## config.mk

```make
export PLATFORM = sky130hd
export DESIGN_NAME = encoder_read_ctrl
export DESIGN_NICKNAME = d
export VERILOG_FILES = /design/src/rtl/encoder_ctrl_pkg.sv /design/src/rtl/encoder_read_ctrl.sv
export SDC_FILE = /design/constraint.sdc
export NUM_CORES = 1
export LEC_CHECK = 0
export BUFFER_PORTS_ARGS = -buffer_cell sky130_fd_sc_hd__buf_4
export CAP_MARGIN = 0
export CORE_MARGIN = 3
export CORE_UTILIZATION = 30
export DETAILED_ROUTE_END_ITERATION = 12
export GPL_ROUTABILITY_DRIVEN = 0
export SLEW_MARGIN = 5
export SYNTH_ARGS = -nofsm -noshare
export SYNTH_HDL_FRONTEND = slang
export SYNTH_SLANG_ARGS = --single-unit
```

## constraint.sdc

```tcl
create_clock -name i_clk -period 8 [get_ports i_clk]
set_clock_uncertainty 0.1 [all_clocks]
set_input_delay 0.8 -clock i_clk [delete_from_list [all_inputs] [get_ports i_clk]]
set_output_delay 0.8 -clock i_clk [all_outputs]
set_load 0.05 [all_outputs]
```

## src/rtl/encoder_ctrl_pkg.sv

```systemverilog
// encoder_ctrl_pkg: shared types and constants for the encoder read sequencer.
package encoder_ctrl_pkg;
    localparam int ENC_POS_W = 12;

    typedef enum logic [2:0] {IDLE, LAUNCH, WAIT_RES, RECOVER, WAIT_PER} ctrl_state_t;

    function automatic logic [7:0] sat_inc8(input logic [7:0] v);
        return (v == 8'hFF) ? v : v + 8'd1;
    endfunction
endpackage

```

## src/rtl/encoder_read_ctrl.sv

```systemverilog
// encoder_read_ctrl: periodic launcher, recalibration scheduler and watchdog
// for one encoder_pwm_read instance, with a registered last-good position.
module encoder_read_ctrl
    import encoder_ctrl_pkg::*;
#(
    parameter int K_PW      = 16,
    parameter int K_TW      = 20,
    parameter int K_RST_CYC = 2
) (
    input  logic                 i_clk,
    input  logic                 i_rst_n,
    input  logic                 i_enable,
    input  logic [K_PW-1:0]      i_period,
    input  logic [7:0]           i_recal_every,
    input  logic [K_TW-1:0]      i_timeout,
    input  logic                 i_force_cal,
    input  logic                 i_fault_clr,
    output logic                 o_rd_start,
    output logic                 o_rd_clear,
    output logic                 o_rd_rst_n,
    input  logic                 i_rd_valid,
    input  logic [ENC_POS_W-1:0] i_rd_pos,
    output logic [ENC_POS_W-1:0] o_pos,
    output logic                 o_pos_valid,
    output logic                 o_busy,
    output logic                 o_fault,
    output logic                 o_overrun,
    output logic [7:0]           o_fault_cnt
);
    localparam int RC_W = (K_RST_CYC > 1) ? $clog2(K_RST_CYC) : 1;

    ctrl_state_t          state_q, state_d;
    logic [K_PW-1:0]      pcnt_q, pcnt_d, per_m1;
    logic [K_TW-1:0]      wd_q, wd_d;
    logic [RC_W-1:0]      rcnt_q, rcnt_d;
    logic                 cal_ok_q, cal_ok_d, cal_pend_q, cal_pend_d;
    logic [7:0]           acq_q, acq_d, fcnt_q, fcnt_d;
    logic                 start_q, start_d, clear_q, clear_d, rd_rst_n_q, rd_rst_n_d;
    logic [ENC_POS_W-1:0] pos_q, pos_d;
    logic                 pos_valid_q, pos_valid_d, busy_q, busy_d;
    logic                 fault_q, fault_d, ovr_q, ovr_d;
    logic                 tick, do_cal, expire, rec_done, fault_set, ovr_set;

    always_comb begin
        per_m1 = (i_period < K_PW'(2)) ? K_PW'(1) : i_period - K_PW'(1);
        tick = pcnt_q == per_m1;
        do_cal = !cal_ok_q || cal_pend_q || (i_recal_every != 8'd0 && acq_q >= i_recal_every);
        expire = i_timeout != '0 && wd_q == i_timeout - K_TW'(1);
        rec_done = rcnt_q == RC_W'(K_RST_CYC - 1);
        ovr_set = tick && (state_q == WAIT_RES || state_q == RECOVER);
        state_d = state_q;
        cal_ok_d = cal_ok_q;
        acq_d = acq_q;
        pos_d = pos_q;
        fcnt_d = fcnt_q;
        start_d = 1'b0;
        clear_d = 1'b0;
        pos_valid_d = 1'b0;
        fault_set = 1'b0;
        case (state_q)
            IDLE: if (i_enable) state_d = LAUNCH;
            LAUNCH: begin
                state_d = WAIT_RES;
                clear_d = do_cal;
                start_d = !do_cal;
                cal_ok_d = 1'b1;
                acq_d = do_cal ? 8'd0 : sat_inc8(acq_q);
            end
            // a result arriving on the expiry cycle takes priority over the timeout
            WAIT_RES: begin
                if (i_rd_valid) begin
                    pos_d = i_rd_pos;
                    pos_valid_d = 1'b1;
                    state_d = i_enable ? WAIT_PER : IDLE;
                end else if (expire) begin
                    fault_set = 1'b1;
                    fcnt_d = sat_inc8(fcnt_q);
                    state_d = RECOVER;
                end
            end
            RECOVER: begin
                cal_ok_d = 1'b0;
                if (rec_done) state_d = i_enable ? WAIT_PER : IDLE;
            end
            WAIT_PER: begin
                if (!i_enable) state_d = IDLE;
                else if (tick) state_d = LAUNCH;
            end
            default: state_d = IDLE;
        endcase
        cal_pend_d = i_force_cal || (cal_pend_q && !(state_q == LAUNCH && do_cal));
        pcnt_d = (state_q == IDLE || tick) ? '0 : pcnt_q + K_PW'(1);
        wd_d = (state_q == WAIT_RES) ? wd_q + K_TW'(1) : '0;
        rcnt_d = (state_q == RECOVER) ? rcnt_q + RC_W'(1) : '0;
        fault_d = fault_set || (fault_q && !i_fault_clr);
        ovr_d = ovr_set || (ovr_q && !i_fault_clr);
        busy_d = state_d == WAIT_RES;
        rd_rst_n_d = state_d != RECOVER;
    end

    always_ff @(posedge i_clk or negedge i_rst_n) begin
        if (!i_rst_n) begin
            state_q <= IDLE;
            pcnt_q <= '0;
            wd_q <= '0;
            rcnt_q <= '0;
            cal_ok_q <= 1'b0;
            cal_pend_q <= 1'b0;
            acq_q <= '0;
            fcnt_q <= '0;
            start_q <= 1'b0;
            clear_q <= 1'b0;
            rd_rst_n_q <= 1'b1;
            pos_q <= '0;
            pos_valid_q <= 1'b0;
            busy_q <= 1'b0;
            fault_q <= 1'b0;
            ovr_q <= 1'b0;
        end else begin
            state_q <= state_d;
            pcnt_q <= pcnt_d;
            wd_q <= wd_d;
            rcnt_q <= rcnt_d;
            cal_ok_q <= cal_ok_d;
            cal_pend_q <= cal_pend_d;
            acq_q <= acq_d;
            fcnt_q <= fcnt_d;
            start_q <= start_d;
            clear_q <= clear_d;
            rd_rst_n_q <= rd_rst_n_d;
            pos_q <= pos_d;
            pos_valid_q <= pos_valid_d;
            busy_q <= busy_d;
            fault_q <= fault_d;
            ovr_q <= ovr_d;
        end
    end

    assign o_rd_start  = start_q;
    assign o_rd_clear  = clear_q;
    assign o_rd_rst_n  = rd_rst_n_q;
    assign o_pos       = pos_q;
    assign o_pos_valid = pos_valid_q;
    assign o_busy      = busy_q;
    assign o_fault     = fault_q;
    assign o_overrun   = ovr_q;
    assign o_fault_cnt = fcnt_q;
endmodule

```

Yosys cells after proc, flatten, opt, wreduce, memory -nomap -nowiden
Cells that the tools add are included.

Reductions and logical operators: 25. Equal/unequal tests: 11. Order comparisons: 2. Multiplexer cells: 22. $add $sub $neg: 7. Bitwise gates (word level): 2.

Operator list (count): 16-bit 2-to-1 mux (2); 3-bit 2-to-1 mux (7); 20-bit by 1-bit adder with 20-bit output (second input constant) (1); 20-bit == test (1); 20-bit 2-to-1 mux (1); 20-bit nonzero test (1); 20-bit by 1-bit subtractor with 20-bit output (second input constant) (1); 16-bit by 1-bit adder with 16-bit output (second input constant) (1); 8-bit by 1-bit adder with 8-bit output (second input constant) (2); 16-bit == test (1); 8-bit == test (second input constant) (2); 16-bit by 2-bit less-than comparator with 1-bit output (second input constant) (1); 8-bit 2-to-1 mux (2); 16-bit by 1-bit subtractor with 16-bit output (second input constant) (1); 3-bit case mux with 5 select lines (1); 3-bit by 2-bit == test with 1-bit output (second input constant) (3); 8-bit greater-or-equal comparator (1); 1-bit 2-to-1 mux (8); 8-bit nonzero test (1); 1-bit logical AND (7); 1-bit logical OR (7); 1-bit zero test (4); 2-bit AND reduction (2); 4-bit AND reduction (1); other kinds (9) (10).

Register bits after elaboration: 77. Output and inout bits: 27. Logic and storage cells: 85. Input port bits: 62.

Depth between registers and ports, before layout
Depth in word-level cells: 7. Depth in mapped cells: 12. Mapped depth without buffers: 10.

Worst setup path after synthesis
OpenSTA, ideal clock, no wires.

Path type: input to register. From: input i_period[0]. To: register pcnt_q[0]. Path slack: 4418 ps. Library setup time: 125 ps. Path buffers: 2. Arrival: 3357 ps. Stages: 12. Required time: 7775 ps. Cell sequence: inv_1 ha_1 or3b_1 buf_2 nor4_1 mux2i_1 xnor2_1 or4_4 nor4b_4 a22o_4 buf_6 nor2_1.

Longest elaborated chain between the ends: 5. Elaborated cells between the ends (all ways): 6. Classes of those cells: add/sub: 1; order compare: 1; eq/ne: 1; mux: 2; reduce/logical: 1.

Ends and longest elaborated chain: start, declared (RTL line encoder_read_ctrl.sv:13) `input logic [K_PW-1:0] i_period,`; 16-bit by 1-bit subtractor with 16-bit output or 16-bit by 2-bit less-than comparator with 1-bit output (tied branches) (RTL line encoder_read_ctrl.sv:45) `per_m1 = (i_period < K_PW'(2)) ? K_PW'(1) : i_period - K_PW'(1);`; 16-bit 2-to-1 mux * (RTL line encoder_read_ctrl.sv:45); 16-bit == test * (RTL line encoder_read_ctrl.sv:46) `tick = pcnt_q == per_m1;`; 1-bit logical OR * (RTL line encoder_read_ctrl.sv:92) `pcnt_d = (state_q == IDLE || tick) ? '0 : pcnt_q + K_PW'(1);`; 16-bit 2-to-1 mux * (RTL line encoder_read_ctrl.sv:92); named net pcnt_d[0] (RTL line encoder_read_ctrl.sv:33) `logic [K_PW-1:0] pcnt_q, pcnt_d, per_m1;`; end signal, assigned (RTL line encoder_read_ctrl.sv:121) `pcnt_q <= pcnt_d;`; end, declared (RTL line encoder_read_ctrl.sv:33).

The timed path passes the listed nets; every way through them passes the cells marked *. A chain may end at the register's enable or synchronous reset.

Worst setup path in the final report
From: register state_q[0]. To: register fcnt_q[1] (netlist: o_fault_cnt[1]).

Longest elaborated chain between the ends: 2.

Ends and longest elaborated chain: start, declared (RTL line encoder_read_ctrl.sv:32) `ctrl_state_t state_q, state_d;`; start signal, assigned (RTL line encoder_read_ctrl.sv:120) `state_q <= state_d;`; 3-bit by 2-bit == test with 1-bit output (RTL line encoder_read_ctrl.sv:60) `case (state_q)`; 4-bit AND reduction (no source line); end signal, assigned (RTL line encoder_read_ctrl.sv:127) `fcnt_q <= fcnt_d;`; end, declared (RTL line encoder_read_ctrl.sv:37) `logic [7:0] acq_q, acq_d, fcnt_q, fcnt_d;`.

No other way between the ends.

==> impl_results.md <==
- Pins Over Slew Limit: 0
- Xor/xnor share of the synthesized area: 0.134
- Kind of cell adding the most delay to the critical path: simple AND/OR/NAND/NOR gates
- Diodes inserted: 0
- End-of-flow core utilization: 0.377
- Total die area: between 15000 and 20000 sq um
- Top Ports: 89
- Power density over cell area: about 230 nW/um^2
- Die Span Y: approximately 140 um
- Complex-gate fraction of the synthesized area: 0.118
- Total grt overflow: 0
- TritonCTS buffer count: 9
- Proportion of synthesized area in mux cells: 0.0427
- Mapped Avg Cell Area: slightly above 9 sq um
- IR drop worst, VDD: ~230 uV
- Die Width: around 140 um
- Number of hold-slack violations in the final timing report: 0
- Number of iterations in the first detailed-routing pass: 5
- Port bufs: 88
- Result of the run: completed
- Critical path start-end classification: reg -> reg
- Worst-case register-to-register setup slack: 4.36 ns
- Max Used Layer: met4
- Async S/R FF share, synth: 1.00
- Vias post-DR: roughly 4400
- Most frequent cells in the layout: buf_4, dfrtp_1, nor2_1
- Clock Root Buffer: clkbuf_16
- Sequence of cells on the critical path: or3b_1 -> nor2_1 -> nand3_1 -> a2111oi_0 -> nand4_1 -> or4_1 -> nor2_1 -> mux2_1
- Finished Layout Cells: ~860
- Type of the worst min-delay path: reg -> reg
- Antenna-violating nets left: 0
- Longest individual stage delay on the worst path: just over 0.7 ns
- Post-CTS setup buffers: 0
- Antenna violations before repair: 0
- Initial cell density of the core: 0.308
- Via count of the first global-routing pass: between 4000 and 5000
- Number of sinks on the clock net: 77
- RSZ-0062 raised after global routing: false
- Area Overhead vs Synth: 22.5%
- Flops & latches, synth: 77
- Clock input transition at the sequential cells of the worst setup and hold paths: approximately 0.060 ns
- Post-synthesis cell type count: slightly below 70
- Final number of setup-violating endpoints: 0
- Most used cell along the critical path: nor2_1
- Setup tns final: 0 ns
- Clock period minus worst slack: approximately 3.6 ns
- Placed Cells incl. Taps: about 850
- Routed WL per cell: roughly 14 um
- CTS tree: done
- Wire length on met3: around 870 um
- Via count normalized by instance count: between 5 and 6
- Slew margin rel.: 0.266
- Standard-cell rows: 47
- Post-cts gate resize count: 0
- Iter 0 DRT Violations: between 150 and 200
- Fmax: around 270 MHz
- Adder-Cell Fraction of Synth Area: 0.0342
- Fin crit share: 0.455
- Endpoint required time on the critical path: ~8.1 ns
- Worst Path Arrival: approximately 3.8 ns
- Reported max-cap violation count: 0
- Maximum number of pins on one net before global-route repair: 78
- Sequential-to-total area share from yosys stat: 0.376
- Net count after synthesis: roughly 640
- Critical path capture point type: flop
- Standby leakage power: ~0.0027 uW
- Number of synthesized flops with an enable pin: 0
- Total routing resource utilization after global routing: 0.137
- Detailed route wirelength on metal2: 5.87 mm
- Highest-delay cell along the critical path: or3b_1
- Cell count after synthesis: 560
- Most common cell after layout, fill and taps aside: buf_4
- Ys flop type: dfrtp_1
- Number of buffers inserted for hold repair after clock tree synthesis: 0
- Filler Cells Inserted: 1691
- First-pass GRT wire length: roughly 21 mm
- Post-synthesis simple-gate area fraction: 0.258
- Maximum buffer depth of the clock tree: 2
- Detailed-route wire length on metal 1: roughly 5.6 mm
- Synth Cell Area: around 5100 sq um
- Startpoint kind of the worst setup timing path: flop
- Buf+Inv Stages, Crit Path: 0
- Area of the core: between 15000 and 20000 sq um
- Dominant combinational cell family by area after synthesis: simple AND/OR/NAND/NOR gates
- Clk_lat worst skew: roughly 0.33 ns
- Drt total wl: 12.4 mm
- Net total in the final layout: between 700 and 800
- Slew of the pin with the lowest slew margin: ~1.1 ns
- Detailed Place HPWL: between 9 and 10 mm
- Ys Warns: 0
- Residual DRC: 0
- Fraction of layout cells with a size suffix above 1: 0.215
- Critical path peak fanout: 22
- H-tree depth: 3
## cell families (layout without fill, tap and decap cells)
kind of cell    count (synthesis)  in the layout
compound gates                 87             87
xor+xnor                       75             75
fa+ha+maj                      14             14
buf+inv                        46            128
flops                          77             77
mux                            20             20
simple gates                  241            241
## final timing paths
check,from,end,depth (start not counted)
setup / recovery,state_q[0]$_DFF_PN0_,o_fault_cnt[1]$_DFFE_PN0P_,8
hold / removal,rcnt_q$_DFF_PN0_,rcnt_q$_DFF_PN0_,1
setup reg to reg,state_q[0]$_DFF_PN0_,o_fault_cnt[1]$_DFFE_PN0P_,8
hold reg to reg,rcnt_q$_DFF_PN0_,rcnt_q$_DFF_PN0_,1
max in group asynchronous,i_rst_n,wd_q[2]$_DFF_PN0_,1
min in group asynchronous,i_rst_n,o_pos[8]$_DFFE_PN0P_,1
## layer usage
layer,track usage,vias to the layer above
met5,0,-
met4,0.0336,0
met3,0.0371,10
met2,0.227,143
met1,0.179,2124
li1,-,2165
## synth_stat cells, types with 4 or more instances
cell type	n	area, sq um
nand2_1	27	101
nor4_1	11	68.8
o41ai_1	4	35.0
or3_1	12	75.1
a21oi_1	20	100
mux2i_1	5	50.1
or4_1	6	45.0
a211oi_1	5	37.5
nand4_1	17	106
ha_1	14	175
a21o_1	7	52.6
nor2_1	73	274
xnor2_1	33	289
nand3_1	23	115
nor2b_1	5	31.3
inv_1	24	90.1
and3_1	8	50.1
nand2b_1	9	56.3
dfrtp_1	76	1900
buf_2	6	30.0
xor2_1	40	350
clkbuf_1	15	56.3
nor3_1	15	75.1
o21ai_0	15	75.1
mux2_2	14	158
## metrics by stage
step	power [uW]	hold WS, ns	cell area [sq um]	setup WS (ns)
3_3_place_gp	1010	0.341	5960	4.13
6_report	1450	0.357	6280	4.36
3_5_place_dp	1030	0.353	5960	4.07
2_1_floorplan	868	0.327	5120	4.42
5_1_grt	1540	0.375	6280	4.09
4_1_cts	1460	0.360	6280	4.34
## flip-flops by register name, indices dropped and copies added, names as in the netlist, 3 cells and up
name and cells:
wd_q 20, pcnt_q 16, o_pos 12, acq_q 8, o_fault_cnt 8, state_q 3
## final cells by class
type / instances / area [sq um] / area share
clock buffer: 10 / 229 / 0.0365
inverter: 24 / 90.1 / 0.0143
timing repair buffer: 88 / 661 / 0.105
clock inverter: 6 / 87.6 / 0.0139
sequential: 77 / 1930 / 0.307
tap: 220 / 275 / 0.0438
multi-input combinational: 437 / 3010 / 0.479
## power by group
group / internal (uW) / switching (uW) / leakage (uW) / total, uW
sequential: 459 / 64.2 / 0.00103 / 523
combinational: 183 / 310 / 0.00150 / 493
clock: 273 / 159 / 0.000156 / 432
No activity file was read; power rests on OpenSTA's default activity.
